[src/rtl/pot_shift_mac.sv]
// pot_shift_mac: power-of-two weight multiply-accumulate engine.
// Each beat carries LANES activation/weight pairs. A weight code is
// {sign, exponent}; the lane product is the extended activation shifted
// left by the exponent, negated when sign=1 (sign=1 with exponent 0 is
// zero). VECTOR_LENGTH beats are summed into one signed result.
//
// Ports:
//   clk, rst_n        clock, asynchronous active-low reset
//   clear             synchronous abort of the vector in progress
//   in_valid/in_ready beat handshake (ready only while accumulating)
//   in_data, weight   packed per-lane activations and weight codes
//   out_valid/ready   result handshake
//   out_data          signed dot-product result
module pot_shift_mac #(
  parameter int WEIGHT_BIT_WIDTH = 4,
  parameter int INPUT_BIT_WIDTH  = 4,
  parameter int LANES            = 4,
  parameter int VECTOR_LENGTH    = 8,
  parameter int SIGNED_INPUT     = 0,
  localparam int PRODUCT_BIT_WIDTH = INPUT_BIT_WIDTH + 2**(WEIGHT_BIT_WIDTH-1),
  localparam int ACC_BIT_WIDTH     = PRODUCT_BIT_WIDTH + $clog2(LANES)
                                     + $clog2(VECTOR_LENGTH) + 1
) (
  input  logic                                clk,
  input  logic                                rst_n,
  input  logic                                clear,
  input  logic                                in_valid,
  output logic                                in_ready,
  input  logic [LANES*INPUT_BIT_WIDTH-1:0]    in_data,
  input  logic [LANES*WEIGHT_BIT_WIDTH-1:0]   weight,
  output logic                                out_valid,
  input  logic                                out_ready,
  output logic signed [ACC_BIT_WIDTH-1:0]     out_data
);

  localparam int P_W   = PRODUCT_BIT_WIDTH;
  localparam int A_W   = ACC_BIT_WIDTH;
  localparam int EXP_W = WEIGHT_BIT_WIDTH - 1;
  localparam int CNT_W = (VECTOR_LENGTH > 1) ? $clog2(VECTOR_LENGTH) : 1;
  localparam logic [CNT_W-1:0] LAST_BEAT = CNT_W'(VECTOR_LENGTH - 1);

  typedef enum logic [1:0] {ACC, FLUSH, DONE} state_t;

  state_t                   state_q, state_d;
  logic [CNT_W-1:0]         cnt_q, cnt_d;
  logic                     pv_q, pv_d;
  logic signed [P_W-1:0]    prod_q [LANES];
  logic signed [P_W-1:0]    prod_d [LANES];
  logic signed [A_W-1:0]    acc_q, acc_d;

  logic signed [P_W-1:0]    lane_prod [LANES];
  logic signed [A_W-1:0]    beat_sum;
  logic                     accept;

  for (genvar g = 0; g < LANES; g++) begin : g_lane
    logic [INPUT_BIT_WIDTH-1:0]  act;
    logic [WEIGHT_BIT_WIDTH-1:0] code;
    logic [EXP_W-1:0]            shamt;
    logic                        fill;
    logic signed [P_W-1:0]       ext;
    logic signed [P_W-1:0]       shifted;

    assign act     = in_data[g*INPUT_BIT_WIDTH +: INPUT_BIT_WIDTH];
    assign code    = weight[g*WEIGHT_BIT_WIDTH +: WEIGHT_BIT_WIDTH];
    assign shamt   = code[EXP_W-1:0];
    assign fill    = (SIGNED_INPUT != 0) && act[INPUT_BIT_WIDTH-1];
    assign ext     = {{(P_W-INPUT_BIT_WIDTH){fill}}, act};
    assign shifted = ext << shamt;
    // Negative code with zero exponent is the dedicated zero weight.
    assign lane_prod[g] = !code[WEIGHT_BIT_WIDTH-1] ? shifted :
                          (shamt == '0)             ? '0      : -shifted;
  end

  always_comb begin
    beat_sum = '0;
    for (int unsigned i = 0; i < LANES; i++) begin
      beat_sum = beat_sum + {{(A_W-P_W){prod_q[i][P_W-1]}}, prod_q[i]};
    end
  end

  assign in_ready  = (state_q == ACC);
  assign out_valid = (state_q == DONE);
  assign out_data  = acc_q;
  assign accept    = in_valid && in_ready;

  always_comb begin
    state_d = state_q;
    cnt_d   = cnt_q;
    pv_d    = pv_q;
    acc_d   = acc_q;
    prod_d  = prod_q;
    if (clear) begin
      state_d = ACC;
      cnt_d   = '0;
      pv_d    = 1'b0;
      acc_d   = '0;
    end else begin
      pv_d = accept;
      if (accept) prod_d = lane_prod;
      // Products of the previous beat land one cycle after registration,
      // so the last beat's products are folded in during FLUSH.
      if (pv_q) acc_d = acc_q + beat_sum;
      case (state_q)
        ACC: begin
          if (accept) begin
            if (cnt_q == LAST_BEAT) begin
              cnt_d   = '0;
              state_d = FLUSH;
            end else begin
              cnt_d = cnt_q + CNT_W'(1);
            end
          end
        end
        FLUSH: state_d = DONE;
        DONE: begin
          if (out_ready) begin
            state_d = ACC;
            acc_d   = '0;
          end
        end
        default: state_d = ACC;
      endcase
    end
  end

  always_ff @(posedge clk or negedge rst_n) begin
    if (!rst_n) begin
      state_q <= ACC;
      cnt_q   <= '0;
      pv_q    <= 1'b0;
      acc_q   <= '0;
      for (int unsigned i = 0; i < LANES; i++) prod_q[i] <= '0;
    end else begin
      state_q <= state_d;
      cnt_q   <= cnt_d;
      pv_q    <= pv_d;
      acc_q   <= acc_d;
      prod_q  <= prod_d;
    end
  end

endmodule
[config.mk]
export PLATFORM = sky130hd
export DESIGN_NAME = pot_shift_mac
export DESIGN_NICKNAME = d
export VERILOG_FILES = /design/src/rtl/pot_shift_mac.sv
export SDC_FILE = /design/constraint.sdc
export NUM_CORES = 1
export LEC_CHECK = 0
export CAP_MARGIN = 25
export CORE_ASPECT_RATIO = 0.7
export CORE_MARGIN = 3
export CORE_UTILIZATION = 48
export CTS_CLUSTER_DIAMETER = 40
export DETAILED_ROUTE_END_ITERATION = 7
export GPL_ROUTABILITY_DRIVEN = 0
export PLACE_DENSITY = 0.76
export REMOVE_ABC_BUFFERS = 1
export SLEW_MARGIN = 40
export SYNTH_ARGS = -nofsm -noshare
export SYNTH_HDL_FRONTEND = slang
export SYNTH_SLANG_ARGS = --single-unit
[constraint.sdc]
create_clock -name clk -period 4.25 [get_ports clk]
set_clock_uncertainty 0.1 [all_clocks]
set_input_delay 0.85 -clock clk [delete_from_list [all_inputs] [get_ports clk]]
set_output_delay 0.85 -clock clk [all_outputs]
set_load 0.005 [all_outputs]
==> results of run 1 <==
==> final cells by class <==
| type | instances | area share, % |
|---|---|---|
| multi-input combinational | 644 | 56.9 |
| timing repair buffer | 69 | 8.10 |
| inverter | 155 | 7.03 |
| tap | 190 | 2.87 |
| clock buffer | 12 | 2.85 |
| clock inverter | 4 | 0.543 |
| sequential | 72 | 21.7 |
==> report_power, final <==
| part | internal (W) | total (W) | switching (W) |
|---|---|---|---|
| clock network | 0.000452 | 0.000731 | 0.000280 |
| logic | 0.00146 | 0.00334 | 0.00188 |
| registers | 0.000794 | 0.000878 | 0.0000832 |
| total | 0.00271 | 0.00495 | 0.00224 |
==> critical path, stage by stage (launching register included) <==
cell and delay [ps]:
dfrtp_1 350, inv_1 60, fa_1 560, fa_1 440
fa_1 510, inv_1 40, ha_1 220, fa_1 450
a211oi_1 300, o21a_1 200, a21oi_1 120, nor2_2 170
o41ai_2 110, xnor2_1 170, a21oi_1 80
==> through the flow <==
stage / utilization (%) / total power (W)
floorplan: - / 0.00335
global placement: 55.6 / 0.00402
detailed placement: 55.6 / 0.00412
CTS: 57.6 / 0.00490
global route: 57.7 / 0.00550
finish: 57.7 / 0.00495
==> Yosys cell counts, types with 5 or more instances <==
| master | instances | area, µm² |
|---|---|---|
| a211o_1 | 5 | 43.8 |
| a211oi_1 | 16 | 120 |
| a21boi_0 | 5 | 37.5 |
| a21o_1 | 13 | 97.6 |
| a21oi_1 | 73 | 365 |
| a31oi_1 | 13 | 81.3 |
| and2_1 | 6 | 37.5 |
| and3_1 | 5 | 31.3 |
| clkbuf_1 | 37 | 139 |
| dfrtp_1 | 72 | 1800 |
| fa_1 | 50 | 1000 |
| ha_1 | 24 | 300 |
| inv_1 | 154 | 578 |
| mux2_2 | 7 | 78.8 |
| mux2i_1 | 19 | 190 |
| nand2_1 | 88 | 330 |
| nand2b_1 | 19 | 119 |
| nand3_1 | 15 | 75.1 |
| nand3b_1 | 6 | 45.0 |
| nand4_1 | 5 | 31.3 |
| nor2_1 | 65 | 244 |
| nor2b_1 | 12 | 75.1 |
| nor3_1 | 15 | 75.1 |
| o211ai_1 | 7 | 52.6 |
| o21a_1 | 7 | 52.6 |
| o21ai_0 | 56 | 280 |
| o21bai_1 | 5 | 37.5 |
| o22ai_1 | 6 | 37.5 |
| o31ai_1 | 16 | 120 |
| or2_2 | 5 | 31.3 |
| or3_1 | 11 | 68.8 |
| xnor2_1 | 18 | 158 |
| xor2_1 | 6 | 52.6 |
==> worst paths after layout <==
kind / slack, ps / endpoint / depth (start not counted) / from
worst min register to register: 380 / prod_q[40]$_DFFE_PN0P_ / 2 / prod_q[40]$_DFFE_PN0P_
min in group asynchronous: 400 / cnt_q[2]$_DFFE_PN0P_ / 1 / rst_n
worst max register to register: 210 / out_data[17]$_DFF_PN0_ / 14 / out_data[1]$_DFF_PN0_
worst min-delay path: 380 / prod_q[40]$_DFFE_PN0P_ / 2 / prod_q[40]$_DFFE_PN0P_
worst max-delay path: 210 / out_data[17]$_DFF_PN0_ / 14 / out_data[1]$_DFF_PN0_
max in group asynchronous: 3100 / pv_q$_DFF_PN0_ / 1 / rst_n
==> sequential cells by signal, indices dropped and copies added, names as in the netlist <==
| name | count |
|---|---|
| cnt_q | 3 |
| pv_q | 1 |
| out_data | 18 |
| state_q | 2 |
| prod_q | 48 |
==> kinds of logic (layout without fill, tap and decap cells) <==
| kind of cell | after synthesis | in the layout | synth area share [%] |
|---|---|---|---|
| AO/OA/AOI/OAI | 259 | 259 | 22.8 |
| AND/OR/NAND/NOR | 257 | 257 | 16.6 |
| buffers and inverters | 199 | 240 | 10.3 |
| adder cells (fa/ha/maj) | 74 | 74 | 17.9 |
| flip-flops | 72 | 72 | 24.8 |
| multiplexers | 30 | 30 | 4.64 |
| XOR/XNOR | 24 | 24 | 2.90 |
==> routing by layer <==
metal,routed length (µm),track usage (%),vias to the layer above
li1,-,-,3174
met1,9070,34.2,3108
met2,7370,31.8,222
met3,1120,4.32,26
met4,270,5.47,0
met5,0,0,-
==> repair_timing <==
item	4_1_cts	5_1_grt
setup endpoints to repair	0	4
resized for setup	0	3
buffers inserted	0	1
==> flow_summary_export.csv, run 1 <==
group,metric,value,unit
sta,max_freq,0.248,GHz
cells_and_area,fin_area,8290,µm²
critical_path,arrival,4130,ps
routing,vias,6530,
cells_and_area,drive_above_1_share,4.92,%
critical_path,crit_path_start_kind,"register",
placed_design,dp_slack,149,ps
sta,hold_violations,0,
grt,overflow,0,
routing,wl,17800,µm
pwr,powerDensity,597,nW/µm²
routing,first_iter_violations,557,
sta,tightest_slew,774,ps
routing,first_pass_iters,5,
clock_tree,cts.reportedPaths.clkPinSlew,60,ps
pwr,p_leak,3.90,nW
routing,ant_nets,0,
routing,routed_via_density,5.70,
sta,finalCritPeriodShare,95.0,%
sta,whs,377,ps
yosys,ys_seq_area_share,24.8,%
run,drv_cap,0,
yosys,synth-main-ff-cell,"dfrtp_1",
clock_tree,ctsHoldBuffers,0,
outcome,outcome,"finished clean",
yosys,synth_edf_count,0,
routing,drt-wirelength-per-cell,15.6,µm
cells_and_area,diodes,0,
cells_and_area,most-common-layout-cells,"inv_1 (154), nand2_1 (88), a21oi_1 (73)",
grt,antenna_found_initial,0,
clock_tree,cts.sinks,72,
clock_tree,insertion_delay,340,ps
critical_path,path_class,"reg -> reg",
die,start_util,50.5,%
die,dieHeight,109,µm
sta,fin_crit,4040,ps
clock_tree,clockRootBuffer,"clkbuf_16",
sta,setup_ws,212,ps
grt,track_usage,22.1,%
critical_path,end_kind,"register",
cells_and_area,layout_commonest_cell,"inv_1",
cells_and_area,synthToLayoutAreaGrowth,14.3,%
yosys,ys_warn_count,0,
die,coreArea,14400,µm²
die,die_area,16700,µm²
yosys,ys_ff_latch,72,
routing,post-route-drc-count,0,
clock_tree,cts_max_level,3,
placed_design,dp_hpwl,13900,µm
yosys,syn_area,7260,µm²
sta,setup_tns,0,ps
yosys,synth.distinct_cells,61,
critical_path,worst_ep_required_time,4340,ps
grt,grt_pass1_wl,30200,µm
yosys,avgSynthCellArea,7.93,µm²
sta,rsz0062_at_grt,"no",
clock_tree,numCtsBuffers,9,
cells_and_area,n_fill_cell,1305,
cells_and_area,final_cell_count_no_fill,1146,
yosys,async_reset_ff_share,100,%
hold_path,hp-class,"reg -> reg",
die,ios,57,
cells_and_area,nets,1062,
sta,setup_viol,0,
die,die_w,153,µm
critical_path,worstPathMaxFanout,3,
sta,maxSlewViolCount,0,
grt,grt_pass1_vias,5988,
placed_design,place_area,7990,µm²
cells_and_area,multi_input_area,4720,µm²
cells_and_area,seq_area,1800,µm²
clock_tree,cts_buffer_depth,2,
die,rows,36,
grt,grt_max_degree,73,
placed_design,io_buffers,56,
yosys,syn_inst,915,
pwr,ir_worst_vdd,0.354,mV
clock_tree,cts_tree,"yes",
sta,max_slew_margin,48.0,%
placed_design,dp.cells,1129,
Note: power is estimated with default switching activity, not from simulation.
==> inputs of run 2 (changes only) <==
Settings changed: ABC_CLOCK_PERIOD_IN_PS set to 4250, PLACE_DENSITY 0.76 to 0.78.
==> run 2 against run 1 <==
  * Total power is 0.78% higher
  * Clock-buffer cell count is 1 lower
  * Utilization is 0.052 points higher
  * Critical path depth stayed put
  * Sequential share of layout area hardly changed
  * Critical path type unchanged
  * Critical endpoint unchanged
  * Highest routed layer unchanged
==> flow_summary_export.csv, run 2 (synthesis gave the netlist of run 1 again) <==
group,metric,value,unit
routing,drt-wirelength-per-cell,15.7,µm
grt,grt_max_degree,73,
pwr,powerDensity,601,nW/µm²
sta,setup_tns,0,ps
grt,use_met3,4.52,%
cells_and_area,most-common-layout-cells,"inv_1 (154), nand2_1 (88), a21oi_1 (73)",
die,start_util,50.5,%
critical_path,startpoint,"out_data[1]$_DFF_PN0_",
clock_tree,clockRootBuffer,"clkbuf_16",
critical_path,worstPathMaxFanout,3,
clock_tree,cts_tree,"yes",
sta,hold_violations,0,
grt,track_usage,21.7,%
run,drv_cap,0,
critical_path,rrSetupSlack,230,ps
routing,vias,6472,
cells_and_area,multi_input_area,4720,µm²
critical_path,rr_startpoint,"out_data[1]$_DFF_PN0_",
die,dieHeight,109,µm
critical_path,end_kind,"register",
clock_tree,numCtsBuffers,9,
sta,setup_viol,0,
routing,post-route-drc-count,0,
grt,use_met1,32.7,%
grt,grt_pass1_vias,6000,
grt,grt_pass1_wl,29700,µm
critical_path,r2r-end,"out_data[17]$_DFF_PN0_",
critical_path,worst_ep_required_time,4340,ps
clock_tree,ctsHoldBuffers,0,
cells_and_area,drive_above_1_share,5.24,%
clock_tree,cts_buffer_depth,2,
sta,tightest_slew,708,ps
cells_and_area,layout_commonest_cell,"inv_1",
pwr,power,0.00499,W
hold_path,hp-class,"reg -> reg",
critical_path,path_cells,"inv_1 > fa_1 > fa_1 > fa_1 > inv_1 > ha_1 > fa_2 > a211oi_2 > o21a_1 > a21oi_1 > nor2_2 > o41ai_2 > xnor2_1 > a21oi_1",
routing,ant_nets,0,
grt,top_usage_layer,"met2",
pwr,ir_worst_vdd,0.417,mV
sta,max_freq,0.249,GHz
die,ios,57,
routing,routed_via_density,5.66,
die,rows,36,
sta,fin_crit,4020,ps
routing,wl,17900,µm
critical_path,reg2reg_depth,14,
sta,maxSlewViolCount,0,
cells_and_area,regMostFlops,"prod_q",
clock_tree,cts_setup_buffers,0,
outcome,outcome,"finished clean",
grt,overflow,0,
clock_tree,cts.reportedPaths.clkPinSlew,60,ps
cells_and_area,largest_reg_flops,48,
pwr,p_leak,3.90,nW
critical_path,endpoint,"out_data[17]$_DFF_PN0_",
critical_path,cpMaxStageDelayCell,"fa_1",
cells_and_area,seq_area,1800,µm²
die,die_w,153,µm
placed_design,io_buffers,56,
sta,rsz0062_at_grt,"no",
sta,max_slew_margin,51.6,%
critical_path,max_stage_delay,570,ps
die,die_area,16700,µm²
clock_tree,cts.sinks,72,
cells_and_area,n_fill_cell,1272,
critical_path,crit_path_start_kind,"register",
cells_and_area,synthToLayoutAreaGrowth,14.4,%
clock_tree,cts_max_level,3,
routing,first_pass_iters,6,
critical_path,arrival,4110,ps
critical_path,cpMostUsedCell,"fa_1",
grt,antenna_found_initial,0,
sta,finalCritPeriodShare,94.5,%
placed_design,dp_hpwl,13700,µm
routing,first_iter_violations,623,
grt,met2_usage,32.8,%
cells_and_area,nets,1062,
clock_tree,insertion_delay,340,ps
critical_path,path_class,"reg -> reg",
die,coreArea,14400,µm²
cells_and_area,diodes,0,
## run 2: changes by cell type in the layout (fill, tap and decap cells not counted)
cell,previous run,this run
inv_2,0,1
buf_12,1,0
clkbuf_1,3,0
a211oi_2,0,1
clkinvlp_4,0,1
fa_2,0,1
a211oi_1,16,15
clkinv_2,4,1
clkbuf_8,0,2
buf_4,12,13
o21ai_0,55,56
o21ai_1,1,0
fa_1,50,49
## run 2: final cells by class
type                       count  share of cell area, %
clock buffer                  11                   3.04
multi-input combinational    644                   56.9
inverter                     155                   7.01
sequential                    72                   21.7
clock inverter                 3                  0.513
timing repair buffer          69                   7.94
tap                          190                   2.86
## run 2: power breakdown
group	switching [W]	total (W)	leakage, nW	internal (W)
logic	0.00190	0.00335	2.83	0.00145
registers	0.0000807	0.000875	0.923	0.000794
clock network	0.000289	0.000768	0.143	0.000479
## run 2: worst min path at each step
stage,startpoint,endpoint,depth (start not counted)
finish,prod_q[15]$_DFFE_PN0P_,prod_q[15]$_DFFE_PN0P_,2
global route,prod_q[15]$_DFFE_PN0P_,prod_q[15]$_DFFE_PN0P_,2
CTS,prod_q[15]$_DFFE_PN0P_,prod_q[15]$_DFFE_PN0P_,2
detailed placement,prod_q[15]$_DFFE_PN0P_,prod_q[15]$_DFFE_PN0P_,2
global placement,prod_q[15]$_DFFE_PN0P_,prod_q[15]$_DFFE_PN0P_,2
floorplan,prod_q[15]$_DFFE_PN0P_,prod_q[15]$_DFFE_PN0P_,2
## run 2: critical path, delay by kind of cell (launching register included)
family | cells | cell delay (ps)
adders and majority gates | 5 | 2190
and+or+nand+nor | 1 | 160
xor gates and xnor gates | 1 | 170
buffers and inverters | 2 | 120
AOI/OAI and AO/OA | 5 | 800
DFF | 1 | 360
## run 2: through the flow
step                hold WS (ps)  instance area (µm²)  utilization (%)  worst slack [ps]  instances
floorplan                    349                 7090                -               437        871
global placement             361                 7980             55.6               204       1130
detailed placement           367                 7990             55.6               116       1130
CTS                          380                 8280             57.6              62.7       1144
global route                 398                 8300             57.8             0.301       1144
finish                       382                 8300             57.8               232       1144
## run 2: repair_timing
item	in CTS	in global routing
setup endpoints to repair	0	4
endpoints found under the hold margin	0	0
gates resized for setup	0	4
## run 2: per-layer routing
metal	up-vias	routed length [µm]
li1	3173	-
met1	3054	8900
met2	227	7560
met3	18	1290
met4	0	165
met5	-	0
==> inputs of run 3 (changes only) <==
Settings changed: ABC_AREA set to 1.
==> run 3 against run 2 <==
  * First-iteration DRC count decreased by 2.4%
  * Wire length decreased by 3.4%
  * Area after synthesis decreased by 2.2%
  * Final cell count increased by 11%
  * Critical endpoint is now out_data[10]$_DFF_PN0_
==> flow_summary_export.csv, run 3 <==
group,metric,value,unit
routing,routed_via_density,5.13,
critical_path,worst_ep_required_time,4430,ps
clock_tree,cts_setup_buffers,0,
yosys,synth_top_area_share,25.4,%
pwr,power,0.00544,W
grt,grt_pass1_wl,29200,µm
routing,ant_nets,0,
cells_and_area,layout_commonest_cell,"nand2_1",
die,coreArea,14200,µm²
clock_tree,cts_buffer_depth,2,
pwr,p_leak,4.37,nW
clock_tree,cts_resized,0,
grt,track_usage,22.4,%
sta,tightest_slew,706,ps
cells_and_area,synthToLayoutAreaGrowth,13.9,%
die,ios,57,
clock_tree,cts_tree,"yes",
critical_path,max_stage_delay,540,ps
routing,first_pass_iters,5,
clock_tree,cts.sinks,72,
grt,grt_max_degree,73,
cells_and_area,diodes,0,
grt,antenna_found_initial,0,
cells_and_area,drive_above_1_share,5.08,%
die,dieHeight,108,µm
yosys,ys_seq_area_share,25.4,%
yosys,syn_area,7100,µm²
clock_tree,insertion_delay,340,ps
yosys,synthMostInstantiatedCell,"nand2_1",
routing,wl,17300,µm
critical_path,cpMaxStageDelayCell,"fa_1",
clock_tree,clockRootBuffer,"clkbuf_16",
routing,vias,6523,
die,die_area,16300,µm²
die,start_util,50.0,%
outcome,outcome,"finished clean",
sta,finalCritPeriodShare,91.6,%
yosys,syn_inst,1033,
yosys,synth_edf_count,0,
sta,max_freq,0.257,GHz
die,rows,36,
yosys,netlist_top_cells_area,"dfrtp_1 (25%), fa_1 (14%), nand2_1 (13%), inv_1 (12%), nand3_1 (8.5%)",
cells_and_area,regMostFlops,"prod_q",
cells_and_area,fin_util,57.0,%
grt,overflow,0,
critical_path,path_class,"reg -> reg",
hold_path,hp-class,"reg -> reg",
critical_path,arrival,4080,ps
critical_path,path_cells,"inv_1 > fa_1 > inv_1 > fa_1 > inv_1 > fa_1 > inv_1 > ha_1 > nand2_1 > nand3_1 > nand2_1 > nand3_1 > inv_1 > o21ai_0 > or2_2 > nand3_1 > nand2_1 > inv_1",
run,drv_cap,0,
yosys,synth_common_cells,"nand2_1 (253), inv_1 (225), nand3_1 (121), dfrtp_1 (72), nor2_1 (62)",
cells_and_area,most-common-layout-cells,"nand2_1 (253), inv_1 (225), nand3_1 (121)",
pwr,powerDensity,673,nW/µm²
placed_design,io_buffers,56,
yosys,async_reset_ff_share,100,%
sta,rsz0062_at_grt,"no",
pwr,ir_worst_vdd,0.468,mV
yosys,synth_top_area_cell,"dfrtp_1",
cells_and_area,largest_reg_flops,48,
sta,max_slew_margin,52.8,%
critical_path,cpMostUsedCell,"inv_1",
sta,setup_viol,0,
yosys,avgSynthCellArea,6.87,µm²
sta,setup_tns,0,ps
grt,grt_pass1_vias,6024,
routing,post-route-drc-count,0,
yosys,ys_warn_count,0,
clock_tree,cts_max_level,3,
clock_tree,numCtsBuffers,9,
placed_design,dp_hpwl,13500,µm
routing,first_iter_violations,608,
routing,drt-wirelength-per-cell,13.6,µm
critical_path,worstPathMaxFanout,6,
sta,maxSlewViolCount,0,
critical_path,end_kind,"register",
sta,hold_violations,0,
sta,fin_crit,3890,ps
clock_tree,ctsHoldBuffers,0,
critical_path,crit_path_start_kind,"register",
cells_and_area,nets,1188,
yosys,synth.distinct_cells,43,
die,die_w,151,µm
clock_tree,cts.reportedPaths.clkPinSlew,60,ps
yosys,ys_ff_latch,72,
yosys,synth-main-ff-cell,"dfrtp_1",
-- run 3: layout make-up --
class	count	area, µm²
fillers	1311	6100
clock buffers	10	239
clock inverters	6	68.8
repair buffers	59	584
inverters	236	888
well taps	190	238
flip-flops and latches	72	1800
multi-input cells	699	4270
-- run 3: final timing paths --
check,startpoint,endpoint,slack (ps),depth (start not counted)
max in group asynchronous,rst_n,out_data[13]$_DFF_PN0_,3160,1
worst min register to register,prod_q[18]$_DFFE_PN0P_,prod_q[18]$_DFFE_PN0P_,390,2
worst min-delay path,prod_q[18]$_DFFE_PN0P_,prod_q[18]$_DFFE_PN0P_,390,2
min in group asynchronous,rst_n,out_data[15]$_DFF_PN0_,410,1
worst max register to register,out_data[3]$_DFF_PN0_,out_data[10]$_DFF_PN0_,360,18
worst max-delay path,out_data[3]$_DFF_PN0_,out_data[10]$_DFF_PN0_,360,18
-- run 3: cells by family after synthesis --
kind of cell | Yosys count | share of synthesized area, %
fa+ha+maj | 74 | 18.3
flops | 72 | 25.4
buf+inv | 262 | 14.5
compound gates | 133 | 10.6
xor+xnor | 19 | 2.34
simple gates | 473 | 28.8
-- run 3: power breakdown --
group | internal, W | switching (W)
clock network | 0.000471 | 0.000312
logic | 0.00142 | 0.00236
registers | 0.000801 | 0.0000832
total | 0.00269 | 0.00275
-- run 3: routing by layer --
layer / share of wire [%] / vias to the layer above / global-route usage, %
met5: 0 / - / 0
li1: - / 3283 / -
met2: 43 / 203 / 32.7
met4: 0.95 / 0 / 3.62
met3: 7.0 / 17 / 5.05
met1: 49 / 3020 / 34.4
-- run 3: stage by stage --
stage               area [µm²]  setup WS, ps  std cells  hold slack, ps
global route              8090           157       1272             409
CTS                       8090           392       1272             390
floorplan                 6960           726       1007             349
finish                    8090           355       1272             388
detailed placement        7780           422       1256             372
global placement          7770           436       1256             365
-- run 3: worst max-delay path, delay by kind of cell, from the launching register on --
family | cells | cell delay (ps)
adders and majority gates | 4 | 1910
and+or+nand+nor | 7 | 960
buffers and inverters | 6 | 400
DFF | 1 | 360
AOI/OAI and AO/OA | 1 | 100
